**src/rtl/timekeeper_alarm.sv**
```systemverilog
// rtl/timekeeper_alarm.sv - BCD HH:MM:SS timekeeper with time-set, 12/24 h display,
// daily alarm with ring timeout/acknowledge and seven-segment digit drivers.
module timekeeper_alarm #(
   parameter int CLK_HZ         = 50000000,
   parameter int RING_SEC       = 30,
   parameter bit SEG_ACTIVE_LOW = 1'b1
) (
   input  logic       clk,
   input  logic       rst,
   input  logic       enable,
   input  logic       mode_12h,
   input  logic       set_valid,
   input  logic [7:0] set_hh,
   input  logic [7:0] set_mm,
   input  logic [7:0] set_ss,
   input  logic       alarm_wr,
   input  logic [7:0] alarm_hh,
   input  logic [7:0] alarm_mm,
   input  logic       alarm_en,
   input  logic       alarm_ack,
   output logic       tick_1hz,
   output logic [7:0] hh_bcd,
   output logic [7:0] mm_bcd,
   output logic [7:0] ss_bcd,
   output logic       pm,
   output logic       set_err,
   output logic       ringing,
   output logic [6:0] seg_h10,
   output logic [6:0] seg_h1,
   output logic [6:0] seg_m10,
   output logic [6:0] seg_m1,
   output logic [6:0] seg_s10,
   output logic [6:0] seg_s1
);

   localparam int             PW    = (CLK_HZ > 2) ? $clog2(CLK_HZ) : 1;
   localparam logic [PW-1:0]  P_TC  = PW'(CLK_HZ - 1);
   localparam logic [7:0]     R_LEN = 8'(RING_SEC);

   // Returns {carry, next} for a 00..59 BCD field.
   function automatic logic [8:0] inc_sexa(input logic [7:0] v);
      if (v == 8'h59)
         return {1'b1, 8'h00};
      else if (v[3:0] == 4'd9)
         return {1'b0, v[7:4] + 4'd1, 4'd0};
      else
         return {1'b0, v[7:4], v[3:0] + 4'd1};
   endfunction

   function automatic logic [7:0] inc_hour(input logic [7:0] v);
      if (v == 8'h23)
         return 8'h00;
      else if (v[3:0] == 4'd9)
         return {v[7:4] + 4'd1, 4'd0};
      else
         return {v[7:4], v[3:0] + 4'd1};
   endfunction

   // With the ones digit already bounded, a plain compare bounds the tens digit.
   function automatic logic valid_hour(input logic [7:0] v);
      return (v[3:0] <= 4'd9) && (v <= 8'h23);
   endfunction

   function automatic logic valid_sexa(input logic [7:0] v);
      return (v[3:0] <= 4'd9) && (v <= 8'h59);
   endfunction

   function automatic logic [6:0] seg_decode(input logic [3:0] d);
      logic [6:0] p;
      case (d)
         4'd0:    p = 7'b0111111;
         4'd1:    p = 7'b0000110;
         4'd2:    p = 7'b1011011;
         4'd3:    p = 7'b1001111;
         4'd4:    p = 7'b1100110;
         4'd5:    p = 7'b1101101;
         4'd6:    p = 7'b1111101;
         4'd7:    p = 7'b0000111;
         4'd8:    p = 7'b1111111;
         4'd9:    p = 7'b1101111;
         default: p = 7'b0000000;
      endcase
      return SEG_ACTIVE_LOW ? ~p : p;
   endfunction

   logic [PW-1:0] r_presc;
   logic          r_tick;
   logic [7:0]    r_hh;
   logic [7:0]    r_mm;
   logic [7:0]    r_ss;
   logic          r_err;
   logic [7:0]    r_alm_hh;
   logic [7:0]    r_alm_mm;
   logic          r_ring;
   logic [7:0]    r_ring_cnt;

   logic          w_tc;
   logic          w_set_ok;
   logic          w_alm_ok;
   logic          w_adv;
   logic [8:0]    w_ss_inc;
   logic [8:0]    w_mm_inc;
   logic [7:0]    w_hh_inc;
   logic [7:0]    w_hh_n;
   logic [7:0]    w_mm_n;
   logic [7:0]    w_ss_n;
   logic          w_match;
   logic [4:0]    w_hbin;
   logic [4:0]    w_h12;
   logic [7:0]    w_disp_hh;

   assign w_tc     = enable && (r_presc == P_TC);
   assign w_set_ok = set_valid && valid_hour(set_hh) && valid_sexa(set_mm) && valid_sexa(set_ss);
   assign w_alm_ok = alarm_wr && valid_hour(alarm_hh) && valid_sexa(alarm_mm);
   // A valid set landing on the terminal count swallows that second.
   assign w_adv    = w_tc && !w_set_ok;

   assign w_ss_inc = inc_sexa(r_ss);
   assign w_mm_inc = inc_sexa(r_mm);
   assign w_hh_inc = inc_hour(r_hh);
   assign w_ss_n   = w_ss_inc[7:0];
   assign w_mm_n   = w_ss_inc[8] ? w_mm_inc[7:0] : r_mm;
   assign w_hh_n   = (w_ss_inc[8] && w_mm_inc[8]) ? w_hh_inc : r_hh;

   assign w_match  = w_adv && alarm_en && (w_hh_n == r_alm_hh) &&
                     (w_mm_n == r_alm_mm) && (w_ss_n == 8'h00);

   always_ff @(posedge clk or posedge rst) begin
      if (rst) begin
         r_presc <= '0;
         r_tick  <= 1'b0;
      end else begin
         r_tick <= w_adv;
         if (w_set_ok)
            r_presc <= '0;
         else if (enable)
            r_presc <= w_tc ? '0 : r_presc + 1'b1;
      end
   end

   always_ff @(posedge clk or posedge rst) begin
      if (rst) begin
         r_hh <= 8'h00;
         r_mm <= 8'h00;
         r_ss <= 8'h00;
      end else if (w_set_ok) begin
         r_hh <= set_hh;
         r_mm <= set_mm;
         r_ss <= set_ss;
      end else if (w_adv) begin
         r_hh <= w_hh_n;
         r_mm <= w_mm_n;
         r_ss <= w_ss_n;
      end
   end

   always_ff @(posedge clk or posedge rst) begin
      if (rst) begin
         r_err    <= 1'b0;
         r_alm_hh <= 8'h00;
         r_alm_mm <= 8'h00;
      end else begin
         r_err <= (set_valid && !w_set_ok) || (alarm_wr && !w_alm_ok);
         if (w_alm_ok) begin
            r_alm_hh <= alarm_hh;
            r_alm_mm <= alarm_mm;
         end
      end
   end

   // Acknowledge/disarm outrank a fresh match; the counter only moves on real ticks.
   always_ff @(posedge clk or posedge rst) begin
      if (rst) begin
         r_ring     <= 1'b0;
         r_ring_cnt <= 8'd0;
      end else if (alarm_ack || !alarm_en) begin
         r_ring     <= 1'b0;
         r_ring_cnt <= 8'd0;
      end else if (w_match) begin
         r_ring     <= 1'b1;
         r_ring_cnt <= R_LEN;
      end else if (r_ring && w_adv) begin
         if (r_ring_cnt <= 8'd1) begin
            r_ring     <= 1'b0;
            r_ring_cnt <= 8'd0;
         end else begin
            r_ring_cnt <= r_ring_cnt - 8'd1;
         end
      end
   end

   // 12 h hour mapping works on a small binary copy; the time registers stay BCD.
   always_comb begin
      w_hbin    = 5'(r_hh[7:4]) * 5'd10 + 5'(r_hh[3:0]);
      w_h12     = w_hbin;
      w_disp_hh = r_hh;
      if (w_hbin == 5'd0)
         w_h12 = 5'd12;
      else if (w_hbin > 5'd12)
         w_h12 = w_hbin - 5'd12;
      if (mode_12h) begin
         if (w_h12 >= 5'd10)
            w_disp_hh = {4'd1, 4'(w_h12 - 5'd10)};
         else
            w_disp_hh = {4'd0, w_h12[3:0]};
      end
   end

   assign tick_1hz = r_tick;
   assign hh_bcd   = r_hh;
   assign mm_bcd   = r_mm;
   assign ss_bcd   = r_ss;
   assign pm       = (r_hh >= 8'h12);
   assign set_err  = r_err;
   assign ringing  = r_ring;

   assign seg_h10  = seg_decode(w_disp_hh[7:4]);
   assign seg_h1   = seg_decode(w_disp_hh[3:0]);
   assign seg_m10  = seg_decode(r_mm[7:4]);
   assign seg_m1   = seg_decode(r_mm[3:0]);
   assign seg_s10  = seg_decode(r_ss[7:4]);
   assign seg_s1   = seg_decode(r_ss[3:0]);

endmodule
```
**config.mk**
```make
export PLATFORM = sky130hd
export DESIGN_NAME = timekeeper_alarm
export DESIGN_NICKNAME = d
export VERILOG_FILES = /design/src/rtl/timekeeper_alarm.sv
export SDC_FILE = /design/constraint.sdc
export NUM_CORES = 1
export LEC_CHECK = 0
export BUFFER_PORTS_ARGS = -buffer_cell sky130_fd_sc_hd__buf_2
export CAP_MARGIN = 20
export CORE_MARGIN = 2
export CORE_UTILIZATION = 40
export CTS_CLUSTER_DIAMETER = 40
export DETAILED_ROUTE_END_ITERATION = 8
export REMOVE_ABC_BUFFERS = 1
export SLEW_MARGIN = 15
export SYNTH_ARGS = -nofsm -noshare
export SYNTH_HDL_FRONTEND = slang
export SYNTH_SLANG_ARGS = --single-unit
```
**constraint.sdc**
```tcl
create_clock -name clk -period 10.5 [get_ports clk]
set_input_delay 2.1 -clock clk [delete_from_list [all_inputs] [get_ports clk]]
set_output_delay 2.1 -clock clk [all_outputs]
set_load 0.02 [all_outputs]
```
==> results_dict.tcl, run 1 <==
set metrics [dict create \
    status "complete, no violations" \
    dpl-instance-area_um2 7199 \
    synth_edf_count 0 \
    grt_max_degree 78 \
    internal_power_w 0.0007361 \
    routed_via_density 5.464 \
    synth_most_common_cell "nor2_1" \
    gp_congestion 0.8535 \
    clockBufferDepth 2 \
    hold_path_class "reg -> reg" \
    power.leakage_nw 3.334 \
    synth_compound_area_share_pct 20.26 \
    grt_pass1_vias 5693 \
    period_share_pct 64.26 \
    grtUsageMet1_pct 31.17 \
    dp.cells 1096 \
    synthAdderAreaFrac_pct 7.865 \
    io_pins 118 \
    grt_setup_unrepaired "false" \
    synthArstFlopShare_pct 100.0 \
    die_h_um 131.1 \
    fin_area_um2 7556 \
    synthCells 793 \
    required_ns 8.40 \
    skew_ns 0.007509 \
    vias 6087 \
    gr-usage-all-layers_pct 21.69 \
    drtAntennaViolNets 0 \
    ys_top_cells_by_area "dfrtp_1 30%, ha_1 7.6%, nor2_1 5.6%" \
    cts_max_level 3 \
    synth_top_area_share_pct 29.83 \
    firstDrtPassIters 5 \
    die_area_um2 17180 \
    r2r_slack_ns 6.89 \
    hpwlAfterDp_um 13120 \
    ys.flop_type "dfrtp_1" \
    stdcell_count 1114 \
    hold_viol_final 0 \
    grt_antenna_before_repair 1 \
    cts_tree "built" \
    p_sw_w 0.0004742 \
    avgSynthCellArea_um2 8.145 \
    first_iter_violations 507 \
    syn2layout_area_growth_pct 16.99 \
    insertion_delay_ns 0.35 \
    layout-drive-gt1-share_pct 20.51 \
    start_util_pct 40.81 \
    maxClockFrequency_mhz 148.2 \
    die_w_um 131.1 \
    cp-start-kind "flop" \
    arrival_ns 4.65 \
    setup_viol 0 \
    end_kind "output pin" \
    grt.overflow.total 0 \
    crit_type "reg -> out" \
    ctsResizeCount 0 \
    portBuffers 117 \
    post_cts_buffers 0 \
    grt_pass1_wl_um 29310 \
    synthTopCellsByCount "97 x nor2_1, 77 x dfrtp_1, 68 x nand2_1" \
    seq_power_share_pct 32.5 \
    seq_area_frac_synth_pct 29.83 \
    cts_made_buffers 9 \
    finalWirelength_um 17810 \
    busiest_layer "met2" \
    met3_usage_pct 3.734 \
    drc 0 \
    routedWlPerCell_um 15.99 \
    whs_ns 0.5227 \
    synth_seq_cells 77 \
    cts.sinks 77 \
    crit_fanout 20 \
    clockRootBuffer "clkbuf_16" \
    yosys_warnings 0 \
    core_um2 15830 \
    tightest_slew_ns 0.8492 \
    rows 46 \
    power_density_nw_per_um2 160.2 \
    synth.mux.area_fraction_pct 3.700 \
    switching_share_pct 39.18 \
    relSlewSlack_pct 43.38 \
    synthSimpleGateAreaFrac_pct 26.91 \
    synth_top_family_by_area "simple AND/OR/NAND/NOR gates" \
    netlist_area_um2 6459 \
    nets 980 \
    maxCapViolations 0 \
    setup_tns_ns 0 \
    grt_use_met2_pct 33.65 \
    min_period_ns 6.748 \
    yosysTopAreaCell "dfrtp_1" \
    cts_hold_buf 0 \
    ir_worst_vdd_mv 0.1126 \
    cts.clk_slew.worst_paths_ns 0.06 \
    maxSlewViolCount 0 \
    synth_cell_types 79 \
    synth_xor_xnor_area_share_pct 6.567 \
    pwr-share-clk_pct 28.4 \
    comb_power_share_pct 39.1 \
]
[worst max-delay path: stages (launching register included)]
cell and delay [ns]:
dfrtp_1 0.71, ha_1 0.35, ha_1 0.34, and3_1 0.21
nor3_2 0.28, or2_4 0.21, o21a_1 0.13, nor2_1 0.05
ha_1 0.22, nand3_1 0.08, o211ai_1 0.15, nand3_1 0.15
a21boi_0 0.38, inv_1 0.16, ha_1 0.26, inv_1 0.06
o22ai_1 0.08, a221oi_1 0.26, buf_2 0.22
[cell usage in the layout, fill, tap and decap left out, types with 7 or more instances in the layout]
cell type  Yosys  layout
a21boi_0       7       7
clkbuf_16      0       9
and3_1         8       8
a22oi_1       11      11
a31oi_1       13      13
and2_1         7       7
inv_1         43      42
or3_1          8       8
nand3_1       30      30
o21ai_0       63      63
mux2i_1        7       7
o31ai_1        9       9
buf_2          5     117
xor2_1        19      19
or2_2          9       9
nor3_1        20      20
dfrtp_1       77      77
mux2_2        13      13
nor2_1        97      96
ha_1          39      39
nand4_1       17      17
nand2b_1      12      12
nand3b_1       8       8
a21oi_1       52      52
xnor2_1       24      24
nand2_1       68      68
[area by class of cell]
| type | count | area [um2] |
|---|---|---|
| fill | 1625 | 8272 |
| multi-input combinational | 640 | 4232 |
| sequential | 77 | 1927 |
| timing repair buffer | 121 | 635.6 |
| tap | 216 | 270.3 |
| clock buffer | 11 | 242.7 |
| inverter | 43 | 162.7 |
| clock inverter | 5 | 83.83 |
| antenna | 1 | 2.502 |
[per-stage QoR]
step	util, %	power, W	setup slack, ns
finish	47.74	0.001210	3.752
global route	47.74	0.001295	3.328
CTS	47.55	0.001218	3.739
detailed placement	45.49	0.0008662	4.116
global placement	45.49	0.0008655	4.196
floorplan	-	0.0007267	4.313
[cells by family after synthesis]
| family | Yosys count |
|---|---|
| simple gates | 328 |
| fa+ha+maj | 40 |
| buf+inv | 76 |
| mux | 21 |
| xor+xnor | 45 |
| flops | 77 |
| compound gates | 206 |
[power by group through the flow]
| stage | logic [W] | registers, W | clock network, W |
|---|---|---|---|
| floorplan | 0.000332 | 0.000394 | 0 |
| global placement | 0.000468 | 0.000398 | 0 |
| detailed placement | 0.000469 | 0.000397 | 0 |
| CTS | 0.000472 | 0.000392 | 0.000353 |
| global route | 0.000525 | 0.000404 | 0.000366 |
| finish | 0.000473 | 0.000394 | 0.000344 |
[final timing paths]
path / start / end / depth (start not counted)
hold reg to reg: r_alm_hh[7] / r_alm_hh[7] / 1
setup reg to reg: ss_bcd[5] / r_ring_cnt[0] / 10
hold / removal: r_alm_hh[7] / r_alm_hh[7] / 1
setup / recovery: hh_bcd[6] / seg_h10[5] / 18
max in group asynchronous: rst / r_presc[19] / 4
min in group asynchronous: rst / mm_bcd[0] / 3
[state kept, by name, summed over array words and instances, names as in the netlist]
| signal | count |
|---|---|
| hh_bcd | 8 |
| mm_bcd | 8 |
| r_alm_hh | 8 |
| r_alm_mm | 8 |
| r_presc | 26 |
| r_ring_cnt | 8 |
| ringing | 1 |
| set_err | 1 |
| ss_bcd | 8 |
| tick_1hz | 1 |
[metal layers]
layer  share of wire (%)  routed length, um  vias up
met1                  49               8739     2889
met5                   0                  0        -
met3                 4.5                794       25
met2                  45               7942      136
li1                    -                  -     3037
met4                 1.9                332        0
(Power assumes the default switching activity.)
==> inputs of run 2 (changes only) <==
- clock period: 10.5 -> 6.25 ns (I/O delays scaled with it)
==> run 2 against run 1 <==
  * Clock power rose by 61%
  * Global-route usage about the same
  * Worst hold slack better by 0.0017 ns
  * Wire length rose by 0.10%
  * Sequential share of layout area up 0.064 points
  * Non-clock buffer count increased by 1
  * Flip-flop and latch count is the same
  * Clock skew is 0.0011 ns higher
==> results_dict.tcl, run 2 (synthesis results as in run 1) <==
set metrics [dict create \
    status "complete, no violations" \
    hold_start "r_alm_hh[7]" \
    gp_congestion 0.8571 \
    cts_made_buffers 9 \
    end_kind "output pin" \
    routed_via_density 5.498 \
    holdPathStages 1 \
    period_share_pct 91.74 \
    nets 981 \
    syn2layout_area_growth_pct 16.70 \
    core_um2 15830 \
    r2r_slack_ns 2.53 \
    tightest_slew_ns 0.8141 \
    regMostFlops "r_presc" \
    clockRootBuffer "clkbuf_16" \
    setup_viol 0 \
    grt_pass1_vias 5658 \
    die_area_um2 17180 \
    required_ns 5.00 \
    dpl_worst_slack_ns 0.9486 \
    clockBufferDepth 2 \
    routedWlPerCell_um 16.03 \
    start_util_pct 40.81 \
    hpwlAfterDp_um 13320 \
    ctsResizeCount 0 \
    nFillCells 1586 \
    cts.sinks 77 \
    grt_max_degree 78 \
    arrival_ns 4.48 \
    multi_input_area_um2 4232 \
    r2r_start "ss_bcd[5]" \
    drc 0 \
    ir_worst_vdd_mv 0.2142 \
    finalWirelength_um 17830 \
    grt_antenna_before_repair 0 \
    vias 6114 \
    r2r_cells 10 \
    cp-start-kind "flop" \
    final_cell_mix "117 x buf_2, 96 x nor2_1, 77 x dfrtp_1, 68 x nand2_1, 63 x o21ai_0" \
    fin_ws_ns 0.5165 \
    die_w_um 131.1 \
    rows 46 \
    crit_type "reg -> out" \
    maxSlewViolCount 0 \
    io_pins 118 \
    slowest_stage "dfrtp_1" \
    whs_ns 0.5244 \
    worst_path_most_repeated_cell "ha_1" \
    grt_setup_unrepaired "false" \
    power_density_nw_per_um2 266.5 \
    setup_tns_ns 0 \
    hold_viol_final 0 \
    hold_path_class "reg -> reg" \
    skew_ns 0.008631 \
    path_buf_inv 3 \
    largest_reg_flops 26 \
    hold_end "r_alm_hh[7]" \
    maxCapViolations 0 \
    gr-usage-all-layers_pct 21.72 \
    layout-drive-gt1-share_pct 20.54 \
    n_antenna_cell 0 \
    drtAntennaViolNets 0 \
    cts_hold_buf 0 \
    cts_max_level 3 \
    power.leakage_nw 3.334 \
    cts.clk_slew.worst_paths_ns 0.06 \
    insertion_delay_ns 0.35 \
    post_cts_buffers 0 \
    die_h_um 131.1 \
    relSlewSlack_pct 45.73 \
    crit_fanout 12 \
    firstDrtPassIters 5 \
    min_period_ns 5.733 \
    cp_cell_sequence "ha_1 -> ha_1 -> and3_1 -> nor3_2 -> or2_4 -> o21a_1 -> nor2_1 -> ha_1 -> nand3_1 -> o211ai_1 -> nand3_1 -> a21boi_0 -> inv_1 -> ha_1 -> inv_1 -> o22ai_1 -> a221oi_1 -> buf_2" \
    first_iter_violations 414 \
    fin_area_um2 7537 \
    maxClockFrequency_mhz 174.4 \
    rr_endpoint "r_ring_cnt[5]" \
    portBuffers 117 \
    grt.overflow.total 0 \
    dpl-instance-area_um2 7207 \
    grt_pass1_wl_um 29350 \
    final_common_cell "buf_2" \
    seqCellArea_um2 1927 \
    slowest_delay_ns 0.50 \
    cp_top_family "adder cells" \
    cts_tree "built" \
    postLayoutCoreUtil_pct 47.62 \
]
-- run 2: where the power goes --
group	internal, W	switching [W]
Combinational	0.000319	0.000476
Clock	0.000344	0.000209
Sequential	0.000557	0.000104
-- run 2: worst max-delay path by stage --
stage,startpoint,endpoint,slack (ns),depth (start not counted)
2_1_floorplan,hh_bcd[6],seg_h1[1],0.91,13
3_3_place_gp,hh_bcd[4],seg_h10[5],1.03,18
3_5_place_dp,hh_bcd[1],seg_h1[2],0.95,19
4_1_cts,hh_bcd[1],seg_h10[6],0.55,18
5_1_grt,hh_bcd[1],seg_h1[2],0.17,19
6_report,hh_bcd[4],seg_h10[5],0.52,18
-- run 2: final cells by class --
cell class                      count  area share [%]
Clock buffer                        9           2.988
Multi-Input combinational cell    640           56.14
Tap cell                          216           3.586
Clock inverter                      5           1.029
Sequential cell                    77           25.56
Timing Repair Buffer              122           8.533
Inverter                           43           2.158
-- run 2: routing by layer --
layer	GRT usage [%]	share of wire (%)	vias to the layer above
met5	0	0	-
met4	6.946	2.3	0
met3	4.140	4.8	28
met2	33.31	45	173
met1	30.99	48	2877
li1	-	-	3036
-- run 2: per-stage QoR --
step | power, W | std cells
6_report | 0.002009 | 1112
4_1_cts | 0.002021 | 1111
3_5_place_dp | 0.001457 | 1097
5_1_grt | 0.002147 | 1112
2_1_floorplan | 0.001221 | 760
3_3_place_gp | 0.001453 | 1097
